[src/rtl/ber_counter.sv]
// Dual-lane BER counter: aligns each received lane to the PRBS reference by exhaustive delay search, then counts bits/errors.
// Build option: define BER_SATURATE_EN to make the bit/error counters saturate instead of wrapping.

module ber_lane #(
    parameter int REF_DEPTH     = 511,
    parameter int SYNC_WINDOW   = 511,
    parameter int LOG_COUNT_LEN = 64
) (
    input  logic                     clk,
    input  logic                     rst,
    input  logic                     enable,
    input  logic                     valid,
    input  logic                     ref_bit,
    input  logic                     rx_bit,
    output logic [LOG_COUNT_LEN-1:0] bit_count,
    output logic [LOG_COUNT_LEN-1:0] error_count,
    output logic                     synced
);

    localparam int DW = (REF_DEPTH > 1) ? $clog2(REF_DEPTH) : 1;
    localparam int WW = $clog2(SYNC_WINDOW + 1);

    typedef enum logic [1:0] {
        IDLE   = 2'd0,
        SEARCH = 2'd1,
        COUNT  = 2'd2
    } state_t;

    state_t                   state_r;
    state_t                   state_next_s;
    logic [REF_DEPTH-2:0]     line_r;
    logic [REF_DEPTH-1:0]     taps_s;
    logic                     cmp_s;
    logic [DW-1:0]            delay_r;
    logic [DW-1:0]            best_r;
    logic [WW-1:0]            win_cnt_r;
    logic [WW-1:0]            win_err_r;
    logic [WW-1:0]            min_err_r;
    logic [WW-1:0]            win_err_next_s;
    logic                     win_done_s;
    logic                     last_delay_s;
    logic                     better_s;
    logic [LOG_COUNT_LEN-1:0] bit_cnt_r;
    logic [LOG_COUNT_LEN-1:0] err_cnt_r;
    logic                     synced_r;

    // Window error accumulator never wraps, so a hopeless window cannot look like a good one.
    function automatic logic [WW-1:0] win_add(input logic [WW-1:0] acc, input logic inc);
        if (inc && (acc != {WW{1'b1}})) begin
            return acc + WW'(1);
        end else begin
            return acc;
        end
    endfunction

    function automatic logic [LOG_COUNT_LEN-1:0] cnt_add(input logic [LOG_COUNT_LEN-1:0] acc,
                                                         input logic inc);
`ifdef BER_SATURATE_EN
        if (inc && (acc != {LOG_COUNT_LEN{1'b1}})) begin
            return acc + LOG_COUNT_LEN'(1);
        end else begin
            return acc;
        end
`else
        return acc + LOG_COUNT_LEN'(inc);
`endif
    endfunction

    // Tap 0 is the reference bit arriving with the current strobe.
    always_comb begin
        taps_s         = {line_r, ref_bit};
        cmp_s          = taps_s[delay_r] ^ rx_bit;
        win_err_next_s = win_add(win_err_r, cmp_s);
        win_done_s     = (win_cnt_r == WW'(SYNC_WINDOW - 1));
        last_delay_s   = (delay_r == DW'(REF_DEPTH - 1));
        better_s       = (win_err_next_s < min_err_r);
    end

    // Next-state selection; dropping enable always returns to IDLE.
    always_comb begin
        state_next_s = state_r;
        case (state_r)
            IDLE: begin
                if (enable) begin
                    state_next_s = SEARCH;
                end else begin
                    state_next_s = IDLE;
                end
            end
            SEARCH: begin
                if (!enable) begin
                    state_next_s = IDLE;
                end else if (valid && win_done_s && last_delay_s) begin
                    state_next_s = COUNT;
                end else begin
                    state_next_s = SEARCH;
                end
            end
            COUNT: begin
                if (!enable) begin
                    state_next_s = IDLE;
                end else begin
                    state_next_s = COUNT;
                end
            end
            default: state_next_s = IDLE;
        endcase
    end

    // State register.
    always_ff @(posedge clk or negedge rst) begin
        if (!rst) begin
            state_r <= IDLE;
        end else begin
            state_r <= state_next_s;
        end
    end

    // Delay line, search bookkeeping and output counters.
    always_ff @(posedge clk or negedge rst) begin
        if (!rst) begin
            line_r    <= '0;
            delay_r   <= '0;
            best_r    <= '0;
            win_cnt_r <= '0;
            win_err_r <= '0;
            min_err_r <= '0;
            bit_cnt_r <= '0;
            err_cnt_r <= '0;
            synced_r  <= 1'b0;
        end else begin
            if (valid) begin
                line_r <= taps_s[REF_DEPTH-2:0];
            end
            case (state_r)
                IDLE: begin
                    if (enable) begin
                        delay_r   <= '0;
                        best_r    <= '0;
                        win_cnt_r <= '0;
                        win_err_r <= '0;
                        min_err_r <= {WW{1'b1}};
                        bit_cnt_r <= '0;
                        err_cnt_r <= '0;
                        synced_r  <= 1'b0;
                    end
                end
                SEARCH: begin
                    if (enable && valid) begin
                        if (win_done_s) begin
                            win_cnt_r <= '0;
                            win_err_r <= '0;
                            // Strict less-than: on a tie the earlier (smaller) delay is kept.
                            if (better_s) begin
                                min_err_r <= win_err_next_s;
                                best_r    <= delay_r;
                            end
                            if (last_delay_s) begin
                                delay_r  <= better_s ? delay_r : best_r;
                                synced_r <= 1'b1;
                            end else begin
                                delay_r <= delay_r + DW'(1);
                            end
                        end else begin
                            win_cnt_r <= win_cnt_r + WW'(1);
                            win_err_r <= win_err_next_s;
                        end
                    end
                end
                COUNT: begin
                    if (enable && valid) begin
                        bit_cnt_r <= cnt_add(bit_cnt_r, 1'b1);
                        err_cnt_r <= cnt_add(err_cnt_r, cmp_s);
                    end
                end
                default: begin
                end
            endcase
        end
    end

    assign bit_count   = bit_cnt_r;
    assign error_count = err_cnt_r;
    assign synced      = synced_r;

endmodule

module ber_counter #(
    parameter int REF_DEPTH     = 511,
    parameter int SYNC_WINDOW   = 511,
    parameter int LOG_COUNT_LEN = 64
) (
    input  logic                     clk,
    input  logic                     rst,
    input  logic                     enable,
    input  logic                     valid,
    input  logic                     ref_r,
    input  logic                     ref_i,
    input  logic                     rx_r,
    input  logic                     rx_i,
    output logic [LOG_COUNT_LEN-1:0] bit_count_r,
    output logic [LOG_COUNT_LEN-1:0] bit_count_i,
    output logic [LOG_COUNT_LEN-1:0] error_count_r,
    output logic [LOG_COUNT_LEN-1:0] error_count_i,
    output logic                     synced_r,
    output logic                     synced_i
);

    ber_lane #(
        .REF_DEPTH    (REF_DEPTH),
        .SYNC_WINDOW  (SYNC_WINDOW),
        .LOG_COUNT_LEN(LOG_COUNT_LEN)
    ) u_lane_r (
        .clk        (clk),
        .rst        (rst),
        .enable     (enable),
        .valid      (valid),
        .ref_bit    (ref_r),
        .rx_bit     (rx_r),
        .bit_count  (bit_count_r),
        .error_count(error_count_r),
        .synced     (synced_r)
    );

    ber_lane #(
        .REF_DEPTH    (REF_DEPTH),
        .SYNC_WINDOW  (SYNC_WINDOW),
        .LOG_COUNT_LEN(LOG_COUNT_LEN)
    ) u_lane_i (
        .clk        (clk),
        .rst        (rst),
        .enable     (enable),
        .valid      (valid),
        .ref_bit    (ref_i),
        .rx_bit     (rx_i),
        .bit_count  (bit_count_i),
        .error_count(error_count_i),
        .synced     (synced_i)
    );

endmodule

[config.mk]
export PLATFORM = sky130hd
export DESIGN_NAME = ber_counter
export DESIGN_NICKNAME = d
export VERILOG_FILES = /design/src/rtl/ber_counter.sv
export SDC_FILE = /design/constraint.sdc
export NUM_CORES = 2
export LEC_CHECK = 0
export CORE_MARGIN = 1
export CORE_UTILIZATION = 50
export CTS_BUF_LIST = sky130_fd_sc_hd__clkbuf_8
export DETAILED_ROUTE_END_ITERATION = 8
export PLACE_DENSITY = 0.68
export SYNTH_ARGS = -nofsm -noshare
export SYNTH_HDL_FRONTEND = slang
export SYNTH_HIERARCHICAL = 1
export SYNTH_SLANG_ARGS = --single-unit
[constraint.sdc]
create_clock -name clk -period 7.8 [get_ports clk]
set_clock_uncertainty 0.2 [all_clocks]
set_input_delay 1.56 -clock clk [delete_from_list [all_inputs] [get_ports clk]]
set_output_delay 1.56 -clock clk [all_outputs]
set_load 0.05 [all_outputs]
; ---- Word-level counts from Yosys, hierarchy flattened
; Index checks and enable logic that the tools add are counted.
[classes]
n_addsub = 10
order_cmp = 4
eq_ne = 22
mux = 70
bitwise = 2
n_reduce_logical = 23
[ops]
columns = operator, count
row1 = $pmux 64 s2, 4
row2 = $mux 64, 5
row3 = $mux 9, 30
row4 = $pmux 9 s2, 10
row5 = $add 64x1->64, 2
row6 = $add 64x1->64 const B, 2
row7 = $add 9x1->9 const B, 6
row8 = $eq 9x9->1 const B, 4
row9 = $lt 9x10->1 const B, 2
row10 = $ne 2x1->1 const B, 10
row11 = $reduce_and 5->1, 4
row12 = $bmux 1 s9, 2
row13 = $lt 9x9->1, 2
row14 = $ne 9x9->1 const B, 2
row15 = $pmux 2 s3, 2
row16 = $reduce_and 3->1, 4
row17 = $mux 1, 10
row18 = $mux 2, 5
row19 = $reduce_and 4->1, 2
row20 = $reduce_bool 2->1, 4
row21 = $logic_and 1x1->1, 7
row22 = $eq 2x1->1 const B, 2
row23 = $eq 2x2->1 const B, 2
row24 = $logic_not 2->1, 2
row25 = other kinds (3), 6
[totals]
reg_bits = 1372

; ---- Depth between registers and ports, before layout
[depth]
ltp_word = 11
ltp_mapped = 31
depth_no_buf = 23

; ---- Modules after synthesis
; Netlist, hierarchy kept.
[by_module_without_submodules]
columns = mod, n_inst, cells_each, area_each_um2, seq_area_each_um2
row1 = ber_lane at u_lane_i, 1, 2410, 32138.3, 17166.5
row2 = ber_lane at u_lane_r, 1, 2403, 31939.4, 17166.5

; ---- Least setup slack after synthesis
; Ideal clock, no wire load.
[synth_timing]
path_type = in2reg
start = in ref_i
end = reg u_lane_i.delay_r[8]
setup_ps = 126
arrival_time_ps = 5862
path_slack_ps = 1612
cell_stages = 22
n_path_buf = 0
cell_sequence = mux4_2 -> mux2i_1 -> o211ai_1 -> a31oi_1 -> a221oi_2 -> nor4_4 -> nor2_4 -> mux2_2 -> nand2_1 -> xor2_1 -> inv_1 -> ha_1 -> a21o_1 -> a21o_1 -> a21o_1 -> a21o_1 -> a21o_1 -> a21o_1 -> a21o_1 -> a21oi_2 -> mux2_1 -> a221o_1
[synth_via]
elab_chain_len = 11
[synth_lines]
columns = element, line
row1 = from (decl), 198  ; input logic ref_i,
row2 = $bmux 1 s9, 72  ; cmp_s = taps_s[delay_r] ^ rx_bit;
row3 = $mux 1 (implied by the code), 72
row4 = $xor 1x1->1, 72
row5 = $logic_and 1x1->1, 49  ; if (inc && (acc != {WW{1'b1}})) begin
row6 = $mux 9, 49
row7 = $lt 9x9->1, 76  ; better_s = (win_err_next_s < min_err_r);
row8 = $mux 9 (4 in series), --
row9 = $pmux 9 s2, --
row10 = to (signal assigned), 159  ; delay_r <= better_s ? delay_r : best_r;
row11 = to (signal assigned), 162  ; delay_r <= delay_r + DW'(1);
row12 = to (decl), 34  ; logic [DW-1:0] delay_r;
; No other way between the ends. The select of a mux whose other input is x is not followed.
; A chain may end at the register's enable or synchronous reset.

; ---- Final worst setup path
[layout_timing]
start = reg u_lane_r.delay_r[0]
end = reg u_lane_r.min_err_r[1]
[layout_via]
elab_chain_len = 9
word_cells_on_any_way = 12
classes_between = order compare (1) / eq/ne (1) / mux (7) / bitwise (1) / reduce/logical (2)
[layout_lines]
columns = element, line
row1 = from (decl), 34
row2 = from (signal assigned), 159
row3 = from (signal assigned), 162
row4 = $bmux 1 s9 *, 72
row5 = $mux 1 (implied by the code) *, 72
row6 = $xor 1x1->1 *, 72
row7 = $logic_and 1x1->1 *, 49
row8 = $mux 9 *, 49
row9 = branches (longest 4 deep; another with $lt 9x9->1), --
row10 = to (signal assigned), 142  ; min_err_r <= {WW{1'b1}};
row11 = to (signal assigned), 155  ; min_err_r <= win_err_next_s;
row12 = to (decl), 38  ; logic [WW-1:0] min_err_r;
; Mark *: on every way between the ends. The select of a mux whose other input is x is not followed.

==> summary.log <==
INFO  logic_synthesis simple_gate_share_of_the_synthesized_area=7.348%
INFO  sta            slew_headroom=9.664%
INFO  setup_path     r2r_cells=25
INFO  global_route   vias_in_the_first_global_route=40360
INFO  power_and_ir_drop fin_total_pwr=15.68mW
INFO  logic_synthesis yosys.area.top_type_share=53.58%
INFO  logic_synthesis synth.net_count=4855
INFO  logic_synthesis synth_area_in_adders=0.6639%
INFO  logic_synthesis post_synthesis_compound_gate_area_fraction=4.716%
INFO  placed_design  io_buffers=265
INFO  setup_path     end_kind=flop
INFO  logic_synthesis dominantRegCellSynth=sky130_fd_sc_hd__dfrtp_1
INFO  cts            cts_setup_buffers=0
INFO  detailed_routing routed_wire_length_per_instance=19.69microns
INFO  setup_path     worst_setup_path_start_kind=flop
INFO  cts            numClockSinks=1372
INFO  sta            maxSlewViolCount=0
INFO  placed_design  place_congestion=0.8388
INFO  power_and_ir_drop worst_vdd_ir=0.0001970V
INFO  logic_synthesis post_synthesis_xor_xnor_area_fraction=3.234%
INFO  global_route   grt_first_pass_wirelength=225700microns
INFO  outcome        outcome=finished, final reports clean
INFO  logic_synthesis synth.distinct_cells=91
INFO  placed_design  dp_hpwl=87320microns
INFO  detailed_routing drcViolationCount=0
INFO  setup_path     reg2reg_to=u_lane_r/min_err_r[1]
INFO  cts            htree_depth=4
INFO  logic_synthesis postSynthRegisterBits=1372
INFO  floorplanning  floorplan.die.width=360.0microns
INFO  sta            postLayoutSetupSlackWorst=0.6873ns
INFO  logic_synthesis synth_top_area_cell=sky130_fd_sc_hd__dfrtp_1
INFO  setup_path     critical_path_class=reg2reg
INFO  setup_path     worstPathRequired=8.34ns
INFO  floorplanning  fp-row-count=130
INFO  setup_path     setup.worst_path.start=u_lane_r/delay_r[0]
INFO  logic_synthesis synthesis.yosys.warnings=6
INFO  sta            tns=0ns
INFO  floorplanning  die_outline_area=0.1296sqmm
INFO  power_and_ir_drop power.density_cell_area=214.7mW/mm^2
INFO  setup_path     worst_ep_arrival_time=7.65ns
INFO  setup_path     worstPathMaxFanout=31
INFO  floorplanning  io_pins=266
INFO  floorplanning  floorplan.initialDensity=50.70%
INFO  sta            hold_fails_final_rpt=0
INFO  global_route   antenna_found_initial=2
INFO  cts            ctsHoldBuffers=0
INFO  finish         fin_util=57.78%
INFO  detailed_routing detail_route.first_pass.iterations=6
INFO  logic_synthesis synth_top_cells_by_area=sky130_fd_sc_hd__dfrtp_1 54%, sky130_fd_sc_hd__mux2_2 18%, sky130_fd_sc_hd__mux4_2 7.0%
INFO  run            cap_viol_max_count=0
INFO  cts            clk_pin_slew_worst_paths=0.07ns
INFO  setup_path     crit_path_end=u_lane_r/min_err_r[1]
INFO  detailed_routing starting_drc_count_in_detailed_routing=2805
INFO  detailed_routing detailroute.via_count=39600
INFO  sta            final-setup-viol-count=0
INFO  finish         nets=5162
INFO  logic_synthesis muxShareOfSynthArea=27.84%
INFO  cts            cts_buffers=222
INFO  cts            clk_root_buffer_cell=sky130_fd_sc_hd__clkbuf_8
INFO  sta            grt_setup_unrepaired=no
INFO  global_route   pin_count_of_the_biggest_net_entering_global_routing=202
INFO  global_route   overall_global_routing_usage=21.35%
INFO  logic_synthesis synth_async_sr_flop_share=100.0%
INFO  power_and_ir_drop reported_leakage_power=34.44nW
INFO  finish         area_growth=13.97%
INFO  floorplanning  core_ar=0.1264sqmm
INFO  setup_path     rrSetupSlack=0.69ns
INFO  cts            clk_path_buf_depth=3
INFO  finish         layout.cells.most_common=sky130_fd_sc_hd__dfrtp_1
INFO  detailed_routing totalWireLength=137100microns
INFO  global_route   overflow=0
INFO  finish         most-common-layout-cells=1367 x sky130_fd_sc_hd__dfrtp_1, 1029 x sky130_fd_sc_hd__mux2_2, 312 x sky130_fd_sc_hd__nor2_1, 290 x sky130_fd_sc_hd__clkbuf_8, 263 x sky130_fd_sc_hd__clkdlybuf4s50_1
INFO  logic_synthesis postSynthAreaPerCell=13.31squm
INFO  sta            achievable-frequency=140.6MHz
INFO  logic_synthesis synthCells=4813
INFO  placed_design  dp_slack=0.3321ns
INFO  sta            finalCriticalPeriod=7.113ns
INFO  finish         post-route-cell-area=0.07303sqmm
INFO  min_path       hp-class=reg2reg
INFO  setup_path     reg2reg_from=u_lane_r/delay_r[0]
INFO  cts            tritoncts=yes
INFO  finish         layout-drive-gt1-share=31.75%
INFO  floorplanning  floorplan.die.height=360.0microns
INFO  logic_synthesis number_of_synthesized_flops_with_an_enable_pin=0
INFO  cts            clkLatencyLatePin=0.90ns
INFO  placed_design  place_area=0.06836sqmm
INFO  cts            cts_repair_resize_count=0
INFO  sta            tightestPinTransition=1.355ns
INFO  detailed_routing drt.antenna.violating_nets=0
INFO  logic_synthesis ys_seq_area_share=53.58%
INFO  logic_synthesis syn-cell-area=0.06408sqmm
INFO  detailed_routing detail_route.vias_per_cell=5.687
INFO  finish         layout.filler_cells=10310
INFO  logic_synthesis dominant_combinational_cell_family_by_area_after_synthesis=multiplexers
INFO  sta            timing.final.crit_share=91.19%
[cell usage after synthesis, types with 34 or more instances]
| cell | number |
|---|---|
| sky130_fd_sc_hd__xnor2_1 | 72 |
| sky130_fd_sc_hd__mux2i_1 | 156 |
| sky130_fd_sc_hd__mux2_2 | 1029 |
| sky130_fd_sc_hd__nand3_1 | 126 |
| sky130_fd_sc_hd__nor3_1 | 38 |
| sky130_fd_sc_hd__inv_1 | 74 |
| sky130_fd_sc_hd__and3_1 | 55 |
| sky130_fd_sc_hd__o21ai_0 | 110 |
| sky130_fd_sc_hd__mux4_2 | 198 |
| sky130_fd_sc_hd__a22oi_1 | 38 |
| sky130_fd_sc_hd__or3_1 | 44 |
| sky130_fd_sc_hd__dfrtp_1 | 1372 |
| sky130_fd_sc_hd__a22o_1 | 34 |
| sky130_fd_sc_hd__nor2_1 | 314 |
| sky130_fd_sc_hd__clkbuf_1 | 177 |
| sky130_fd_sc_hd__a21oi_1 | 98 |
| sky130_fd_sc_hd__nand2_1 | 232 |
| sky130_fd_sc_hd__nand4_1 | 57 |
| sky130_fd_sc_hd__xor2_1 | 159 |
| sky130_fd_sc_hd__ha_1 | 34 |
[per-layer routing]
metal	wire length, microns	GRT usage (%)	part of all wire, %	vias up
li1	-	-	-	18240
met1	62140	29.89	45	20320
met2	65620	33.95	48	801
met3	6071	3.902	4.4	239
met4	3276	6.419	2.4	0
met5	0	0	0	-
[worst min path at each step]
stage                                      from               endpoint  cells after the start  slack (ns)
after CTS                 u_lane_r/win_cnt_r[8]  u_lane_r/win_cnt_r[8]                      1        0.28
final                     u_lane_r/win_cnt_r[8]  u_lane_r/win_cnt_r[8]                      1        0.28
after detailed placement  u_lane_r/win_cnt_r[8]  u_lane_r/win_cnt_r[8]                      1        0.27
after global placement    u_lane_r/win_cnt_r[8]  u_lane_r/win_cnt_r[8]                      1        0.27
after floorplan           u_lane_r/win_cnt_r[8]  u_lane_r/win_cnt_r[8]                      1        0.25
after global routing      u_lane_r/win_cnt_r[8]  u_lane_r/win_cnt_r[8]                      1        0.30
[metrics by stage]
| stage | hold WS, ns | cells |
|---|---|---|
| after floorplan | 0.2450 | 4813 |
| after global placement | 0.2668 | 6546 |
| after detailed placement | 0.2668 | 6546 |
| after CTS | 0.2813 | 6960 |
| after global routing | 0.2995 | 6962 |
| final | 0.2792 | 6962 |
[worst max-delay path, stage by stage (launching register included)]
cell and delay, ns:
sky130_fd_sc_hd__dfrtp_4 0.84, sky130_fd_sc_hd__buf_4 0.40, sky130_fd_sc_hd__mux2i_1 0.11, sky130_fd_sc_hd__mux4_2 0.46, sky130_fd_sc_hd__a222oi_1 0.40, sky130_fd_sc_hd__a31oi_1 0.22
sky130_fd_sc_hd__a221o_1 0.40, sky130_fd_sc_hd__a32oi_2 0.34, sky130_fd_sc_hd__xor2_2 0.30, sky130_fd_sc_hd__and2_1 0.20, sky130_fd_sc_hd__buf_4 0.15, sky130_fd_sc_hd__mux2i_1 0.29
sky130_fd_sc_hd__inv_1 0.07, sky130_fd_sc_hd__ha_1 0.18, sky130_fd_sc_hd__a21o_1 0.15, sky130_fd_sc_hd__a21o_1 0.17, sky130_fd_sc_hd__a21o_1 0.17, sky130_fd_sc_hd__a21o_1 0.16
sky130_fd_sc_hd__a21oi_1 0.17, sky130_fd_sc_hd__nor2_1 0.06, sky130_fd_sc_hd__o21ai_0 0.14, sky130_fd_sc_hd__nand3b_1 0.16, sky130_fd_sc_hd__o31ai_4 0.35, sky130_fd_sc_hd__buf_4 0.26
sky130_fd_sc_hd__and2_1 0.37, sky130_fd_sc_hd__a22oi_1 0.15
[flip-flops by register name, indices dropped and copies added, names as in the netlist, 2 cells and up]
name	cells
u_lane_r/error_count	64
u_lane_i/best_r	9
u_lane_i/line_r	510
u_lane_r/delay_r	9
u_lane_r/bit_count	64
u_lane_i/win_cnt_r	9
u_lane_i/error_count	64
u_lane_i/bit_count	64
u_lane_r/state_r	2
u_lane_i/win_err_r	9
u_lane_i/min_err_r	9
u_lane_r/min_err_r	9
u_lane_r/win_err_r	9
u_lane_r/line_r	510
u_lane_r/best_r	9
u_lane_i/delay_r	9
u_lane_r/win_cnt_r	9
u_lane_i/state_r	2
[power breakdown]
part	total (mW)	internal, mW	switching (mW)
sequential	7.58	7.31	0.279
clock	6.33	3.43	2.89
combinational	1.77	0.805	0.966
total	15.7	11.5	4.14
[cells by family (layout without fill, tap and decap cells)]
group | after synthesis | count (layout)
adders and majority gates | 34 | 34
and+or+nand+nor | 982 | 982
xor gates and xnor gates | 234 | 234
muxes | 1393 | 1393
AOI/OAI and AO/OA | 450 | 450
DFF | 1372 | 1372
other | 0 | 2
buffers and inverters | 348 | 845
[final cells by class]
class / instances / area [sq um] / share of cell area, %
sequential: 1372 / 34350 / 47.04
multi-input combinational: 3093 / 28080 / 38.45
clock buffer: 290 / 3991 / 5.465
timing repair buffer: 354 / 3581 / 4.903
tap: 1650 / 2064 / 2.827
clock inverter: 124 / 669.4 / 0.9166
inverter: 77 / 289.0 / 0.3958
antenna: 2 / 5.005 / 0.006853
No activity file was read; power rests on OpenSTA's default activity.
